<file path="config.mk">
export PLATFORM = sky130hd
export DESIGN_NAME = gpr_wb_sched
export DESIGN_NICKNAME = d
export VERILOG_FILES = /design/src/rtl/gpr_wb_sched_pkg.sv /design/src/rtl/gpr_wb_sched_rr_arb.sv /design/src/rtl/gpr_wb_sched.sv
export SDC_FILE = /design/constraint.sdc
export NUM_CORES = 1
export LEC_CHECK = 0
export ABC_CLOCK_PERIOD_IN_PS = 3900
export BUFFER_PORTS_ARGS = -buffer_cell sky130_fd_sc_hd__buf_4
export CAP_MARGIN = 5
export CELL_PAD_IN_SITES_DETAIL_PLACEMENT = 1
export CELL_PAD_IN_SITES_GLOBAL_PLACEMENT = 2
export CORE_ASPECT_RATIO = 1.75
export CORE_MARGIN = 5
export CORE_UTILIZATION = 23
export DETAILED_ROUTE_END_ITERATION = 8
export GPL_TIMING_DRIVEN = 1
export PLACE_DENSITY = 0.87
export SLEW_MARGIN = 20
export SYNTH_ARGS = -nofsm -noshare
export SYNTH_HDL_FRONTEND = slang
export SYNTH_HIERARCHICAL = 1
export SYNTH_SLANG_ARGS = --single-unit
</file>
<file path="constraint.sdc">
create_clock -name clk -period 3.9 [get_ports clk]
set_input_delay 0.195 -clock clk [delete_from_list [all_inputs] [get_ports clk]]
set_output_delay 0.195 -clock clk [all_outputs]
set_load 0.02 [all_outputs]
</file>
<file path="src/rtl/gpr_wb_sched_pkg.sv">
// gpr_wb_sched_pkg: shared constants for the GPR writeback scheduler.
`default_nettype none

package gpr_wb_sched_pkg;

  localparam int NREQ = 3;

  localparam int REQ_ALU = 0;
  localparam int REQ_MEM = 1;
  localparam int REQ_CSR = 2;

  localparam logic [4:0] X0_IDX = 5'd0;

endpackage

`default_nettype wire

</file>
<file path="src/rtl/gpr_wb_sched_rr_arb.sv">
// rr_arb: one-hot round-robin arbiter; the pointer moves past the winner only when advance is high.
`default_nettype none

module rr_arb #(
  parameter int N = 3
) (
  input  logic         clk,
  input  logic         rstn,
  input  logic [N-1:0] req,
  input  logic         advance,
  output logic [N-1:0] grant
);

  localparam int PW = (N > 1) ? $clog2(N) : 1;

  logic [PW-1:0] ptr_q;
  logic [PW-1:0] ptr_d;
  logic [PW-1:0] gidx;
  logic [PW-1:0] idx;
  int            sum;

  // Walk offsets from farthest to nearest so the requester closest to the pointer wins.
  always_comb begin
    grant = '0;
    gidx  = ptr_q;
    idx   = '0;
    sum   = 0;
    for (int k = N - 1; k >= 0; k--) begin
      sum = int'(ptr_q) + k;
      if (sum >= N) begin
        sum = sum - N;
      end
      idx = PW'(sum);
      if (req[idx]) begin
        grant      = '0;
        grant[idx] = 1'b1;
        gidx       = idx;
      end
    end
  end

  always_comb begin
    ptr_d = ptr_q;
    if (advance) begin
      ptr_d = (gidx == PW'(N - 1)) ? '0 : gidx + PW'(1);
    end
  end

  always_ff @(posedge clk or negedge rstn) begin
    if (!rstn) begin
      ptr_q <= '0;
    end else begin
      ptr_q <= ptr_d;
    end
  end

endmodule

`default_nettype wire

</file>
<file path="src/rtl/gpr_wb_sched.sv">
// gpr_wb_sched: round-robin GPR writeback arbiter with a registered write port and
// an optional busy scoreboard enabled by the macro GPR_WB_SCB_EN.
`default_nettype none

module gpr_wb_sched #(
  parameter int NREQ = gpr_wb_sched_pkg::NREQ,
  parameter int XLEN = 32
) (
  input  logic                 clk,
  input  logic                 rstn,
  input  logic [NREQ-1:0]      req_valid,
  output logic [NREQ-1:0]      req_ready,
  input  logic [NREQ*5-1:0]    req_rd,
  input  logic [NREQ*XLEN-1:0] req_data,
  input  logic                 gpr_ready,
  output logic                 wr_valid,
  output logic [4:0]           wr_idx,
  output logic [XLEN-1:0]      wr_data,
  input  logic                 issue_valid,
  input  logic [4:0]           issue_rd,
  output logic                 issue_ready,
  input  logic [4:0]           rs1_idx,
  input  logic [4:0]           rs2_idx,
  output logic                 rs1_busy,
  output logic                 rs2_busy
);

  import gpr_wb_sched_pkg::*;

  logic [NREQ-1:0] grant;
  logic            hs;
  logic [4:0]      sel_rd;
  logic [XLEN-1:0] sel_data;

  logic            wr_valid_q, wr_valid_d;
  logic [4:0]      wr_idx_q, wr_idx_d;
  logic [XLEN-1:0] wr_data_q, wr_data_d;

  rr_arb #(.N(NREQ)) u_rr_arb (
    .clk     (clk),
    .rstn    (rstn),
    .req     (req_valid),
    .advance (hs),
    .grant   (grant)
  );

  // Gating with rstn keeps accepts low throughout reset, not just after the first edge.
  assign req_ready = grant & {NREQ{gpr_ready & rstn}};
  assign hs        = |(req_valid & req_ready);

  always_comb begin
    sel_rd   = '0;
    sel_data = '0;
    for (int i = 0; i < NREQ; i++) begin
      if (req_ready[i]) begin
        sel_rd   = req_rd[i*5 +: 5];
        sel_data = req_data[i*XLEN +: XLEN];
      end
    end
  end

  // Writes to x0 are consumed and loaded but never presented to the register file.
  always_comb begin
    wr_valid_d = hs && (sel_rd != X0_IDX);
    wr_idx_d   = hs ? sel_rd : wr_idx_q;
    wr_data_d  = hs ? sel_data : wr_data_q;
  end

  always_ff @(posedge clk or negedge rstn) begin
    if (!rstn) begin
      wr_valid_q <= 1'b0;
      wr_idx_q   <= '0;
      wr_data_q  <= '0;
    end else begin
      wr_valid_q <= wr_valid_d;
      wr_idx_q   <= wr_idx_d;
      wr_data_q  <= wr_data_d;
    end
  end

  assign wr_valid = wr_valid_q;
  assign wr_idx   = wr_idx_q;
  assign wr_data  = wr_data_q;

`ifdef GPR_WB_SCB_EN
  logic [31:0] busy_q, busy_d;

  assign issue_ready = (issue_rd == X0_IDX) || !busy_q[issue_rd];

  // Clear first so that a same-edge set on the same index takes precedence.
  always_comb begin
    busy_d = busy_q;
    if (wr_valid_q) begin
      busy_d[wr_idx_q] = 1'b0;
    end
    if (issue_valid && issue_ready && (issue_rd != X0_IDX)) begin
      busy_d[issue_rd] = 1'b1;
    end
    busy_d[0] = 1'b0;
  end

  always_ff @(posedge clk or negedge rstn) begin
    if (!rstn) begin
      busy_q <= '0;
    end else begin
      busy_q <= busy_d;
    end
  end

  assign rs1_busy = busy_q[rs1_idx];
  assign rs2_busy = busy_q[rs2_idx];
`else
  logic unused_scb;
  assign unused_scb  = ^{issue_valid, issue_rd, rs1_idx, rs2_idx};
  assign issue_ready = 1'b1;
  assign rs1_busy    = 1'b0;
  assign rs2_busy    = 1'b0;
`endif

endmodule

`default_nettype wire

</file>
======== Word-level counts from Yosys, hierarchy flattened ========
Index checks and enable logic that the tools add are counted.
word-level totals
  word-level logic and storage cells ...... 57
  register bits ........................... 40
  output and inout bits ................... 44
  input port bits ......................... 133
cells by class
  bitwise logic cells ..................... 3
  multiplexer cells ....................... 28
  magnitude comparators ................... 9
  add/subtract/negate cells ............... 6
  equality and inequality tests ........... 1
  reduce and logical (&&, ||, !) cells .... 6
operators by type and width
  cell                 number
  $mux 32              3
  $mux 5               3
  $mux 2               7
  $lt 2x3->1 const B   3
  $mux 3               3
  $and 3x3->3          2
  $bmux 1 s2           3
  $demux 1 s2          3
  $ge 2x1->1 const B   3
  $ge 3x2->1 const B   2
  $mux 1               6
  $reduce_bool 5->1    1
  $logic_and 1x1->1    4
  $sub 2x2->2 const B  2
  $add 2x1->3 const B  1
  $add 2x2->3 const B  1
  $reduce_or 3->1      1
  $add 2x1->2 const B  1
  $eq 2x2->1 const B   1
  $ge 2x2->1 const B   1
  $sub 2x1->2 const B  1
  $and 1x1->1          1

======== Logic depth before layout (Yosys ltp) ========
Gate-level depths: netlist of run 1.
  word-level depth ........................ 16
  gate-level depth with buffers ........... 16
  mapped depth without buffers ............ 13

======== Modules after synthesis ========
Netlist of run 1, hierarchy kept.
by module, submodules not included
  module        cells each  times used  area an instance (sq um)
  gpr_wb_sched  227         1           2,269.7
  rr_arb        56          1           447.9

======== Least setup slack after synthesis of run 1 ========
OpenSTA, ideal clock, no wires.
  path kind ............................... flip-flop to flip-flop
  start point ............................. register u_rr_arb.ptr_q[1]
  end point ............................... register wr_data_q[17], in the netlist wr_data[17]
  slack ................................... 0.835 ns
  arrival ................................. 2.940 ns
  setup time .............................. 0.125 ns
  stages on the path, launching flop included .. 16
  buffers on the path ..................... 3
  path through ............................ dfrtp_1 > inv_1 > ha_1 > buf_6 > mux2i_2 > nor2_2 > a21oi_1 > o21ai_0 > o21ai_0 > nand3_2 > inv_2 > a22oi_2 > nand2_1 > buf_6 > buf_8 > mux2_4
RTL lines
  element                                                                RTL line                                              source
  start: declaration                                                     gpr_wb_sched_rr_arb.sv:16                             logic [PW-1:0] ptr_q;
  start signal: assignment                                               gpr_wb_sched_rr_arb.sv:53                             ptr_q <= ptr_d;
  $add 2x2->3                                                            gpr_wb_sched_rr_arb.sv:29                             sum = int'(ptr_q) + k;
  $ge 3x2->1 / $sub 2x1->2 (equally long branches)                       gpr_wb_sched_rr_arb.sv:30, gpr_wb_sched_rr_arb.sv:31
  $mux 2                                                                 gpr_wb_sched_rr_arb.sv:30                             if (sum >= N) begin
  $lt 2x3->1 (implied by the code) / $ge 2x1->1 (equally long branches)  gpr_wb_sched_rr_arb.sv:36                             grant[idx] = 1'b1;
  $logic_and 1x1->1 (implied by the code)                                gpr_wb_sched_rr_arb.sv:36
  $mux 1 (implied by the code)                                           gpr_wb_sched_rr_arb.sv:36
  $demux 1 s2                                                            -
  $mux 3 (2 in a row)                                                    gpr_wb_sched_rr_arb.sv:34                             if (req[idx]) begin
  $mux 3 *                                                               gpr_wb_sched_rr_arb.sv:34
  via grant[2]                                                           gpr_wb_sched.sv:30                                    logic [NREQ-1:0] grant;
  $and 3x3->3 *                                                          gpr_wb_sched.sv:48                                    assign req_ready = grant & {NREQ{gpr_ready & rstn}};
  $and 3x3->3 *                                                          gpr_wb_sched.sv:49                                    assign hs = |(req_valid & req_ready);
  $reduce_or 3->1 *                                                      gpr_wb_sched.sv:49
  via hs                                                                 gpr_wb_sched.sv:31                                    logic hs;
  end signal: assignment                                                 gpr_wb_sched.sv:77                                    wr_data_q <= wr_data_d;
  end: declaration                                                       gpr_wb_sched.sv:37                                    logic [XLEN-1:0] wr_data_q, wr_data_d;
The timed path passes the listed nets; every way through them passes the cells marked *. The select of a mux whose other input is x is not followed.
A chain may end at the register's enable or synchronous reset.

======== Worst setup path in the final report of run 1 ========
  start point ............................. register u_rr_arb.ptr_q[1]
  end point ............................... register wr_data_q[10], in the netlist wr_data[10]
RTL lines
  element                                                                RTL line
  $add 2x2->3                                                            gpr_wb_sched_rr_arb.sv:29
  $ge 3x2->1 / $sub 2x1->2 (equally long branches)                       gpr_wb_sched_rr_arb.sv:30, gpr_wb_sched_rr_arb.sv:31
  $mux 2                                                                 gpr_wb_sched_rr_arb.sv:30
  $lt 2x3->1 (implied by the code) / $ge 2x1->1 (equally long branches)  gpr_wb_sched_rr_arb.sv:36
  $logic_and 1x1->1 (implied by the code)                                gpr_wb_sched_rr_arb.sv:36
  $mux 1 (implied by the code)                                           gpr_wb_sched_rr_arb.sv:36
  $demux 1 s2                                                            -
  $mux 3 (2 in a row)                                                    gpr_wb_sched_rr_arb.sv:34
  $mux 3 *                                                               gpr_wb_sched_rr_arb.sv:34
  via grant[2]                                                           gpr_wb_sched.sv:30
  $and 3x3->3 *                                                          gpr_wb_sched.sv:48
  $and 3x3->3                                                            gpr_wb_sched.sv:49
  $reduce_or 3->1                                                        gpr_wb_sched.sv:49
Marked as above.

==> results of run 1 <==
==> final timing paths <==
kind | startpoint | endpoint | slack, ps | cells past startpoint
max in group asynchronous | rstn | wr_idx[1]$_DFFE_PN0P_ | 3060 | 2
hold / removal | req_data[79] | wr_data[15]$_DFFE_PN0P_ | 270 | 4
hold reg to reg | wr_data[8]$_DFFE_PN0P_ | wr_data[8]$_DFFE_PN0P_ | 510 | 1
min in group asynchronous | rstn | wr_data[7]$_DFFE_PN0P_ | 440 | 2
setup reg to reg | u_rr_arb/ptr_q[1]$_DFFE_PN0P_ | wr_data[10]$_DFFE_PN0P_ | 430 | 13
setup / recovery | u_rr_arb/ptr_q[1]$_DFFE_PN0P_ | wr_data[10]$_DFFE_PN0P_ | 430 | 13
==> cell type report <==
class	instances	area, sq um
Inverter	8	30.0
Sequential cell	40	1000
Clock inverter	1	5.00
Multi-Input combinational cell	212	1510
Timing Repair Buffer	167	1260
Clock buffer	6	129
Fill cell	1381	7480
Tap cell	135	169
==> per-stage QoR <==
step	hold slack [ps]	total power [mW]	cell area, sq um	instances	worst slack [ps]
after floorplan	-101	1.68	2720	284	835
after global placement	230	2.17	3960	561	461
after detailed placement	235	2.21	3960	561	404
after CTS	267	2.62	4100	569	383
after global routing	289	2.76	4100	569	108
final	274	2.57	4100	569	434
==> layer usage <==
layer	share of wire, %	vias to the layer above
met1	32	1339
met5	0	-
li1	-	1314
met2	60	93
met4	1.9	0
met3	6.5	11
==> layout by cell type, fill, tap and decap left out, types with 2 or more instances in the layout <==
master / n
a22o_1: 2
o22ai_1: 2
a221oi_1: 32
nand2_1: 10
ha_1: 4
clkbuf_16: 5
mux2_4: 6
a21oi_1: 8
dfrtp_1: 40
mux2i_1: 3
nor2_1: 75
o2bb2ai_1: 3
conb_1: 3
nor2_2: 2
a2bb2oi_1: 3
mux2_2: 30
inv_1: 7
buf_4: 166
nand2b_1: 2
o21ai_0: 5
and3_1: 2
==> cells by family after synthesis <==
kind of cell,count (synthesis)
muxes,40
buffers and inverters,32
DFF,40
other,2
AOI/OAI and AO/OA,65
adders and majority gates,4
and+or+nand+nor,100
==> report_power, final <==
part,switching (mW),internal (mW)
clock,0.155,0.232
combinational,0.816,0.728
sequential,0.0800,0.558
==> tightest hold or removal path: stages <==
cell	delay, ps
buf_4	80
nor2_1	30
nor2_1	80
mux2_2	140
==> state kept, by name (all words and copies together) (netlist names) <==
name and count:
u_rr_arb/ptr_q 2, wr_data 32, wr_idx 5, wr_valid 1
==> qor.yml, run 1 <==
status:
  outcome: "finished clean"
layout:
  areaGrowthSynthToFinish_pct: 50.9
  antennaDiodeCount: 0
  fin_nets: 571
  fin_util_pct: 35.4
  layout-drive-gt1-share_pct: 51.2
global_routing:
  met3_usage_pct: 3.77
  grtUsageMet1_pct: 12.2
  globalRouteOverflowTotal: 0
  use_met2_pct: 29.0
  antenna_found_initial: 0
  grt_pass1_vias: 3177
  busiest_layer: "met2"
  grt_max_degree: 46
  grt_usage_pct: 13.8
  grt_first_pass_wirelength_microns: 15600
synth:
  avgSynthCellArea_sq_um: 9.60
  synth_top_family_by_area: "compound AO/OA/AOI/OAI gates"
  synth_most_common_cell: "nor2_1"
  synth-xor-area-share_pct: 0
  yosysTopAreaCellShare_pct: 36.8
  synth_compound_area_share_pct: 19.4
  synth_mux_area_share_pct: 17.4
  synth_fa_ha_area_share_pct: 1.84
  yosys_warnings: 6
  yosys-top-cells-count: "nor2_1 (75), dfrtp_1 (40), a221oi_1 (32)"
  synth-seq-area-share_pct: 36.8
  synth_edf_count: 0
  synth_top_cell_by_area: "dfrtp_1"
  syn_area_sq_um: 2720
  synthCells: 283
  synthFlopType: "dfrtp_1"
  synth.area.top_cells: "dfrtp_1 (37%), mux2_2 (12%), nor2_1 (10%), a221oi_1 (10%), buf_6 (3.3%)"
  ys_ff_latch: 40
  synth-async-reset-ratio_pct: 100
  yosysUniqueCellTypes: 44
  synth-simple-area-share_pct: 16.4
setup_path:
  crit_path_end_kind: "flip-flop"
  worst_setup_path_start_kind: "flip-flop"
  critPathBufInv: 3
  cpMaxStageDelayCell: "ha_1"
  critPathTopFamily: "buffers and inverters"
  critPathMaxFanout: 25
  worst_ep_required_time_ps: 4060
  cpMostUsedCell: "o21ai_0"
  crit_path_cell_trace: "inv_1 -> ha_1 -> mux2i_2 -> nor2_2 -> a21oi_1 -> o21ai_0 -> o21ai_0 -> nand3_2 -> inv_2 -> a22oi_2 -> nand2_2 -> buf_4 -> mux2_2"
  cp_data_arrival_time_ps: 3630
  critPathKind: "flip-flop to flip-flop"
  max_stage_delay_ps: 440
place:
  portBuffers: 157
  dp_hpwl_microns: 8150
  gp_congestion: 0.800
sta:
  slew-limit-headroom_pct: 52.8
  setup_tns_ps: 0
  setup_violations: 0
  fin_worst_skew_ps: 1.50
  period_needed_ps: 3470
  worstMarginPinSlew_ps: 707
  drv_slew: 0
  fin_crit_sh_pct: 88.9
  rsz0062_at_grt: "no"
  fmax_ghz: 0.289
  hold_viol_final: 0
clocking:
  holdBufCountCts: 1
  clockBufferDepth: 2
  cts_inserted_buffers: 5
  cts.sinks: 40
  htree_num_levels: 2
  clkSlewWorstSetupHoldPaths_ps: 60
  cts_post_setup_buffers_inserted: 0
  post_cts_resized: 0
  clock_latency_ps: 280
  cts_tree: "built"
  cts-root-buf: "clkbuf_16"
drt:
  wire_per_inst_microns: 17.3
  detail_route.vias_per_cell: 4.85
  drtPass1Iterations: 4
  num_vias: 2757
  drcViolationCount: 0
  ant_nets: 0
  first_iter_violations: 46
  routed_wl_microns: 9870
floorplan:
  rows: 52
  initial_utilization_pct: 23.5
  die_w_microns: 92.2
  io_pins: 177
  fp.dieH_microns: 154
  die_area_sq_um: 14200
  core_area_sq_um: 11600
power_and_ir_drop:
  p_per_area_nw_per_um2: 626
  ir_drop_v: 0.000284
  p_leak_nw: 2.08
run:
  maxCapViolCount: 0
worst_hold_path:
  hp-class: "input port to flip-flop"
(Power assumes the default switching activity.)
==> inputs of run 2 (changes only) <==
--- a/config.mk
+++ b/config.mk
@@ -15,7 +15,7 @@
 export CORE_UTILIZATION = 23
 export DETAILED_ROUTE_END_ITERATION = 8
 export GPL_TIMING_DRIVEN = 1
-export PLACE_DENSITY = 0.87
+export PLACE_DENSITY = 0.81
 export SLEW_MARGIN = 20
 export SYNTH_ARGS = -nofsm -noshare
 export SYNTH_HDL_FRONTEND = slang
==> qor.yml, run 2 (synthesis gave the netlist of run 1 again) <==
sta:
  drv_slew: 0  # unchanged
  fin_worst_skew_ps: 2.78  # was 1.50 ps
  fin_crit_sh_pct: 88.4  # was 88.9%
  rsz0062_at_grt: "no"  # unchanged
  period_needed_ps: 3450  # was 3470 ps
  setup_violations: 0  # unchanged
  setup_tns_ps: 0  # unchanged
  setup_slack_ps: 453  # was 434 ps
  fmax_ghz: 0.290  # was 0.289 GHz
  slew-limit-headroom_pct: 53.3  # was 52.8%
  worstMarginPinSlew_ps: 700  # was 707 ps
  hold_viol_final: 0  # unchanged
clocking:
  clockBufferDepth: 2  # unchanged
  cts_tree: "built"  # unchanged
  clock_latency_ps: 280  # about the same
  cts.sinks: 40  # unchanged
  cts_inserted_buffers: 5  # unchanged
  htree_num_levels: 2  # unchanged
  cts_post_setup_buffers_inserted: 0  # unchanged
  cts-root-buf: "clkbuf_16"  # unchanged
  clkSlewWorstSetupHoldPaths_ps: 60  # about the same
global_routing:
  globalRouteOverflowTotal: 0  # unchanged
  antenna_found_initial: 0  # unchanged
  grt_first_pass_wirelength_microns: 15500  # was 15600 microns
  grt_usage_pct: 13.8  # about the same
  grt_max_degree: 46  # unchanged
  grt_pass1_vias: 3088  # was 3177
layout:
  antennaDiodeCount: 0  # unchanged
  layout-drive-gt1-share_pct: 51.0  # was 51.2%
  fin_util_pct: 35.7  # was 35.4%
  largest_reg_flops: 32  # unchanged
  fin_cells: 570  # was 569
  areaGrowthSynthToFinish_pct: 52.3  # was 50.9%
  layout_commonest_cell: "buf_4"  # unchanged
  mostFrequentLayoutCells: "buf_4 (164), nor2_1 (75), dfrtp_1 (40)"  # was buf_4 (166), nor2_1 (75), dfrtp_1 (40)
  fill_cells: 1372  # was 1381
  fin_nets: 571  # unchanged
floorplan:
  die_w_microns: 92.2  # unchanged
  io_pins: 177  # unchanged
  core_area_sq_um: 11600  # unchanged
  rows: 52  # unchanged
  fp.dieH_microns: 154  # unchanged
  die_area_sq_um: 14200  # unchanged
  initial_utilization_pct: 23.5  # unchanged
setup_path:
  max_stage_delay_ps: 450  # was 440 ps
  crit_path_end_kind: "flip-flop"  # unchanged
  cpMostUsedCell: "o21ai_0"  # unchanged
  cp_data_arrival_time_ps: 3610  # was 3630 ps
  critPathBufInv: 3  # unchanged
  worst_setup_path_start_kind: "flip-flop"  # unchanged
  critPathKind: "flip-flop to flip-flop"  # unchanged
  crit_path_cell_trace: "inv_1 -> ha_1 -> mux2i_2 -> nor2_2 -> a21oi_1 -> o21ai_0 -> o21ai_0 -> nand3_2 -> inv_2 -> a22oi_2 -> nand2_2 -> buf_4 -> mux2_2"  # unchanged
  critPathMaxFanout: 15  # was 25
  cpMaxStageDelayCell: "ha_1"  # unchanged
  worst_ep_required_time_ps: 4060  # about the same
  critPathTopFamily: "multiplexers"  # was buffers and inverters
power_and_ir_drop:
  power_mw: 2.62  # was 2.57 mW
  p_per_area_nw_per_um2: 633  # was 626 nW/um^2
  p_leak_nw: 2.09  # was 2.08 nW
  ir_drop_v: 0.000219  # was 0.000284 V
drt:
  first_iter_violations: 39  # was 46
  drtPass1Iterations: 4  # unchanged
  ant_nets: 0  # unchanged
  detail_route.vias_per_cell: 4.86  # was 4.85
  routed_wl_microns: 10100  # was 9870 microns
  drcViolationCount: 0  # unchanged
  wire_per_inst_microns: 17.7  # was 17.3 microns
  num_vias: 2771  # was 2757
run:
  maxCapViolCount: 0  # unchanged
place:
  dp_hpwl_microns: 7980  # was 8150 microns
  pre_cts_ws_ps: 463  # was 404 ps
  placed_cells: 561  # unchanged
  gp_congestion: 0.767  # was 0.800
  portBuffers: 157  # unchanged
status:
  outcome: "finished clean"  # unchanged
worst_hold_path:
  hp-class: "input port to flip-flop"  # unchanged
## run 2: cell types whose count changed in the layout (fill, tap and decap cells not counted), sizes merged
cell,before,now
clkbuf,6,8
clkinv,1,0
## run 2: final cells by class
| cell class | count | area (sq um) | area share [%] |
|---|---|---|---|
| Inverter | 8 | 30.0 | 0.726 |
| Timing Repair Buffer | 167 | 1280 | 31.0 |
| Tap cell | 135 | 169 | 4.08 |
| Clock buffer | 8 | 146 | 3.54 |
| Sequential cell | 40 | 1000 | 24.2 |
| Multi-Input combinational cell | 212 | 1510 | 36.5 |
## run 2: path summary, 6_finish.rpt
check,startpoint,to,slack (ps),depth (start not counted)
min in group asynchronous,rstn,wr_data[12]$_DFFE_PN0P_,450,2
max in group asynchronous,rstn,wr_valid$_DFF_PN0_,3060,2
worst max-delay path,u_rr_arb/ptr_q[1]$_DFFE_PN0P_,wr_data[16]$_DFFE_PN0P_,450,13
worst min register to register,wr_data[14]$_DFFE_PN0P_,wr_data[14]$_DFFE_PN0P_,510,1
worst min-delay path,req_data[74],wr_data[10]$_DFFE_PN0P_,280,4
worst max register to register,u_rr_arb/ptr_q[1]$_DFFE_PN0P_,wr_data[16]$_DFFE_PN0P_,450,13
## run 2: worst register-to-register path, delay by kind of cell (launching register included)
family / cells / cell delay (ps)
compound gates: 4 / 660
fa+ha+maj: 1 / 450
buf+inv: 3 / 530
flops: 1 / 410
mux: 2 / 700
simple gates: 3 / 590
## run 2: through the flow
stage          hold WS (ps)  area [sq um]
3_3_place_gp            223          3980
5_1_grt                 279          4140
6_report                278          4140
3_5_place_dp            230          3980
2_1_floorplan          -101          2720
4_1_cts                 273          4140
## run 2: per-layer routing
layer | wire length (microns) | track usage (%) | vias up | part of all wire (%)
met1 | 3390 | 13.1 | 1342 | 34
met5 | 0 | 0 | - | 0
met4 | 182 | 3.90 | 0 | 1.8
met2 | 5820 | 27.8 | 101 | 58
li1 | - | - | 1317 | -
met3 | 666 | 3.96 | 11 | 6.6
## run 2: power breakdown
part	leakage, nW	internal (mW)	total [mW]	switching, mW
combinational	1.48	0.743	1.57	0.829
sequential	0.537	0.558	0.637	0.0791
clock	0.0712	0.255	0.411	0.156
## run 2: what timing repair did
item                                    CTS  global route
gates resized for setup                   0             0
hold buffers                              1             0
endpoints found under the hold margin    40             0
endpoints found under the setup margin    0             0
==> inputs of run 3 (changes only) <==
--- a/config.mk
+++ b/config.mk
@@ -16,6 +16,7 @@
 export DETAILED_ROUTE_END_ITERATION = 8
 export GPL_TIMING_DRIVEN = 1
 export PLACE_DENSITY = 0.81
+export REMOVE_ABC_BUFFERS = 1
 export SLEW_MARGIN = 20
 export SYNTH_ARGS = -nofsm -noshare
 export SYNTH_HDL_FRONTEND = slang
==> qor.yml, run 3 (synthesis gave the netlist of run 1 again) <==
status:
  outcome: "finished clean"  # unchanged
global_routing:
  antenna_found_initial: 0  # unchanged
  grt_pass1_vias: 3134  # was 3088
  grt_first_pass_wirelength_microns: 15600  # was 15500 microns
  grt_max_degree: 46  # unchanged
  globalRouteOverflowTotal: 0  # unchanged
  grt_usage_pct: 13.8  # about the same
power_and_ir_drop:
  clock_power_share_pct: 15.3  # was 15.7%
  p_leak_nw: 2.08  # was 2.09 nW
  swShare_pct: 41.5  # was 40.6%
  power.switching_mw: 1.08  # was 1.06 mW
  p_per_area_nw_per_um2: 632  # was 633 nW/um^2
  pwr-share-comb_pct: 60.3  # was 60.0%
  pwr-share-seq_pct: 24.4  # was 24.3%
  intPower_mw: 1.52  # was 1.56 mW
  ir_drop_v: 0.000236  # was 0.000219 V
  power_mw: 2.59  # was 2.62 mW
layout:
  fill_cells: 1374  # was 1372
  layout-drive-gt1-share_pct: 51.4  # was 51.0%
  antennaDiodeCount: 0  # unchanged
  areaGrowthSynthToFinish_pct: 51.0  # was 52.3%
  seq_area_sq_um: 1000  # unchanged
  multi_input_area_sq_um: 1510  # unchanged
  largest_reg_flops: 32  # unchanged
  fin_nets: 571  # unchanged
  layout_commonest_cell: "buf_4"  # unchanged
  mostFrequentLayoutCells: "buf_4 (166), nor2_1 (75), dfrtp_1 (40)"  # was buf_4 (164), nor2_1 (75), dfrtp_1 (40)
  fin_util_pct: 35.4  # was 35.7%
  final_cell_area_sq_um: 4100  # was 4140 sq um
setup_path:
  reg2reg_from: "u_rr_arb/ptr_q[1]$_DFFE_PN0P_"  # unchanged
  crit_path_end_kind: "flip-flop"  # unchanged
  r2r_cells: 10  # was 13
  critPathMaxFanout: 26  # was 15
  critPathLaunch: "u_rr_arb/ptr_q[1]$_DFFE_PN0P_"  # unchanged
  worst_setup_path_start_kind: "flip-flop"  # unchanged
  critPathKind: "flip-flop to flip-flop"  # unchanged
  worst_ep_required_time_ps: 4060  # about the same
  cp_data_arrival_time_ps: 3580  # was 3610 ps
sta:
  slew-limit-headroom_pct: 60.3  # was 53.3%
  drv_slew: 0  # unchanged
  hold_ws_ps: 278  # about the same
  fmax_ghz: 0.293  # was 0.290 GHz
  worstMarginPinSlew_ps: 596  # was 700 ps
  fin_worst_skew_ps: 2.10  # was 2.78 ps
  rsz0062_at_grt: "no"  # unchanged
  hold_viol_final: 0  # unchanged
  fin_crit_sh_pct: 87.6  # was 88.4%
  setup_violations: 0  # unchanged
  period_needed_ps: 3420  # was 3450 ps
worst_hold_path:
  min-delay-start: "req_data[71]"  # was req_data[74]
  whs_path_depth: 4  # unchanged
  hp-class: "input port to flip-flop"  # unchanged
place:
  portBuffers: 157  # unchanged
  dp_hpwl_microns: 8000  # was 7980 microns
  gp_congestion: 0.784  # was 0.767
  dpl-instance-area_sq_um: 3960  # was 3980 sq um
drt:
  drtPass1Iterations: 4  # unchanged
  first_iter_violations: 59  # was 39
  ant_nets: 0  # unchanged
  drcViolationCount: 0  # unchanged
  routed_wl_microns: 10000  # was 10100 microns
  detail_route.vias_per_cell: 4.88  # was 4.86
  wire_per_inst_microns: 17.6  # was 17.7 microns
  num_vias: 2776  # was 2771
clocking:
  cts_inserted_buffers: 5  # unchanged
  clock_latency_ps: 280  # about the same
  clockBufferDepth: 2  # unchanged
  cts_tree: "built"  # unchanged
  cts.sinks: 40  # unchanged
  clkSlewWorstSetupHoldPaths_ps: 60  # about the same
  cts-root-buf: "clkbuf_16"  # unchanged
  htree_num_levels: 2  # unchanged
floorplan:
  rows: 52  # unchanged
  die_w_microns: 92.2  # unchanged
  core_area_sq_um: 11600  # unchanged
  fp.dieH_microns: 154  # unchanged
  io_pins: 177  # unchanged
  die_area_sq_um: 14200  # unchanged
  initial_utilization_pct: 23.5  # unchanged
run:
  maxCapViolCount: 0  # unchanged
[run 3: cell type report]
| class | count | share of cell area (%) |
|---|---|---|
| multi-input combinational | 212 | 36.8 |
| inverter | 8 | 0.732 |
| sequential | 40 | 24.4 |
| clock buffer | 5 | 3.05 |
| timing repair buffer | 167 | 30.6 |
| tap | 135 | 4.12 |
| clock inverter | 2 | 0.305 |
[run 3: routing by layer]
layer | vias up | GRT usage [%] | routed length [microns]
met5 | - | 0 | 0
met4 | 0 | 3.69 | 157
met3 | 11 | 3.23 | 575
met2 | 86 | 28.8 | 5990
met1 | 1359 | 12.9 | 3300
li1 | 1320 | - | -
[run 3: final timing paths]
| kind | slack, ps | to |
|---|---|---|
| max in group asynchronous | 3040 | wr_data[9]$_DFFE_PN0P_ |
| worst min register to register | 510 | wr_data[28]$_DFFE_PN0P_ |
| min in group asynchronous | 460 | wr_data[13]$_DFFE_PN0P_ |
| worst max register to register | 480 | wr_data[24]$_DFFE_PN0P_ |
| worst min-delay path | 280 | wr_data[7]$_DFFE_PN0P_ |
| worst max-delay path | 480 | wr_data[24]$_DFFE_PN0P_ |
[run 3: per-stage QoR]
| step | setup TNS, ps | cells | setup WS, ps |
|---|---|---|---|
| 3_3_place_gp | 0 | 561 | 517 |
| 3_5_place_dp | 0 | 561 | 448 |
| 5_1_grt | 0 | 569 | 238 |
| 2_1_floorplan | -28530 | 260 | -795 |
| 4_1_cts | 0 | 569 | 434 |
| 6_report | 0 | 569 | 483 |
[run 3: repair_timing]
item                                    CTS  global route
hold endpoints to repair                 40             0
hold buffers                              1             0
resized for setup                         0             0
buffers inserted                          0             0
endpoints found under the setup margin    0             0
[run 3: critical path, cell delays in order, from the launching register on]
cell	delay (ps)
dfrtp_1	410
inv_1	150
ha_1	450
mux2i_1	170
o22ai_1	390
mux2_2	390
and4b_1	340
buf_4	300
a221oi_1	320
nor2_1	80
mux2_2	270
[run 3: power by group through the flow]
stage | Sequential, mW | Clock, mW | Combinational, mW
after floorplan | 0.796 | 0 | 0.809
after global routing | 0.653 | 0.433 | 1.70
after detailed placement | 0.641 | 0 | 1.59
after global placement | 0.633 | 0 | 1.56
final | 0.634 | 0.398 | 1.56
after CTS | 0.637 | 0.415 | 1.59
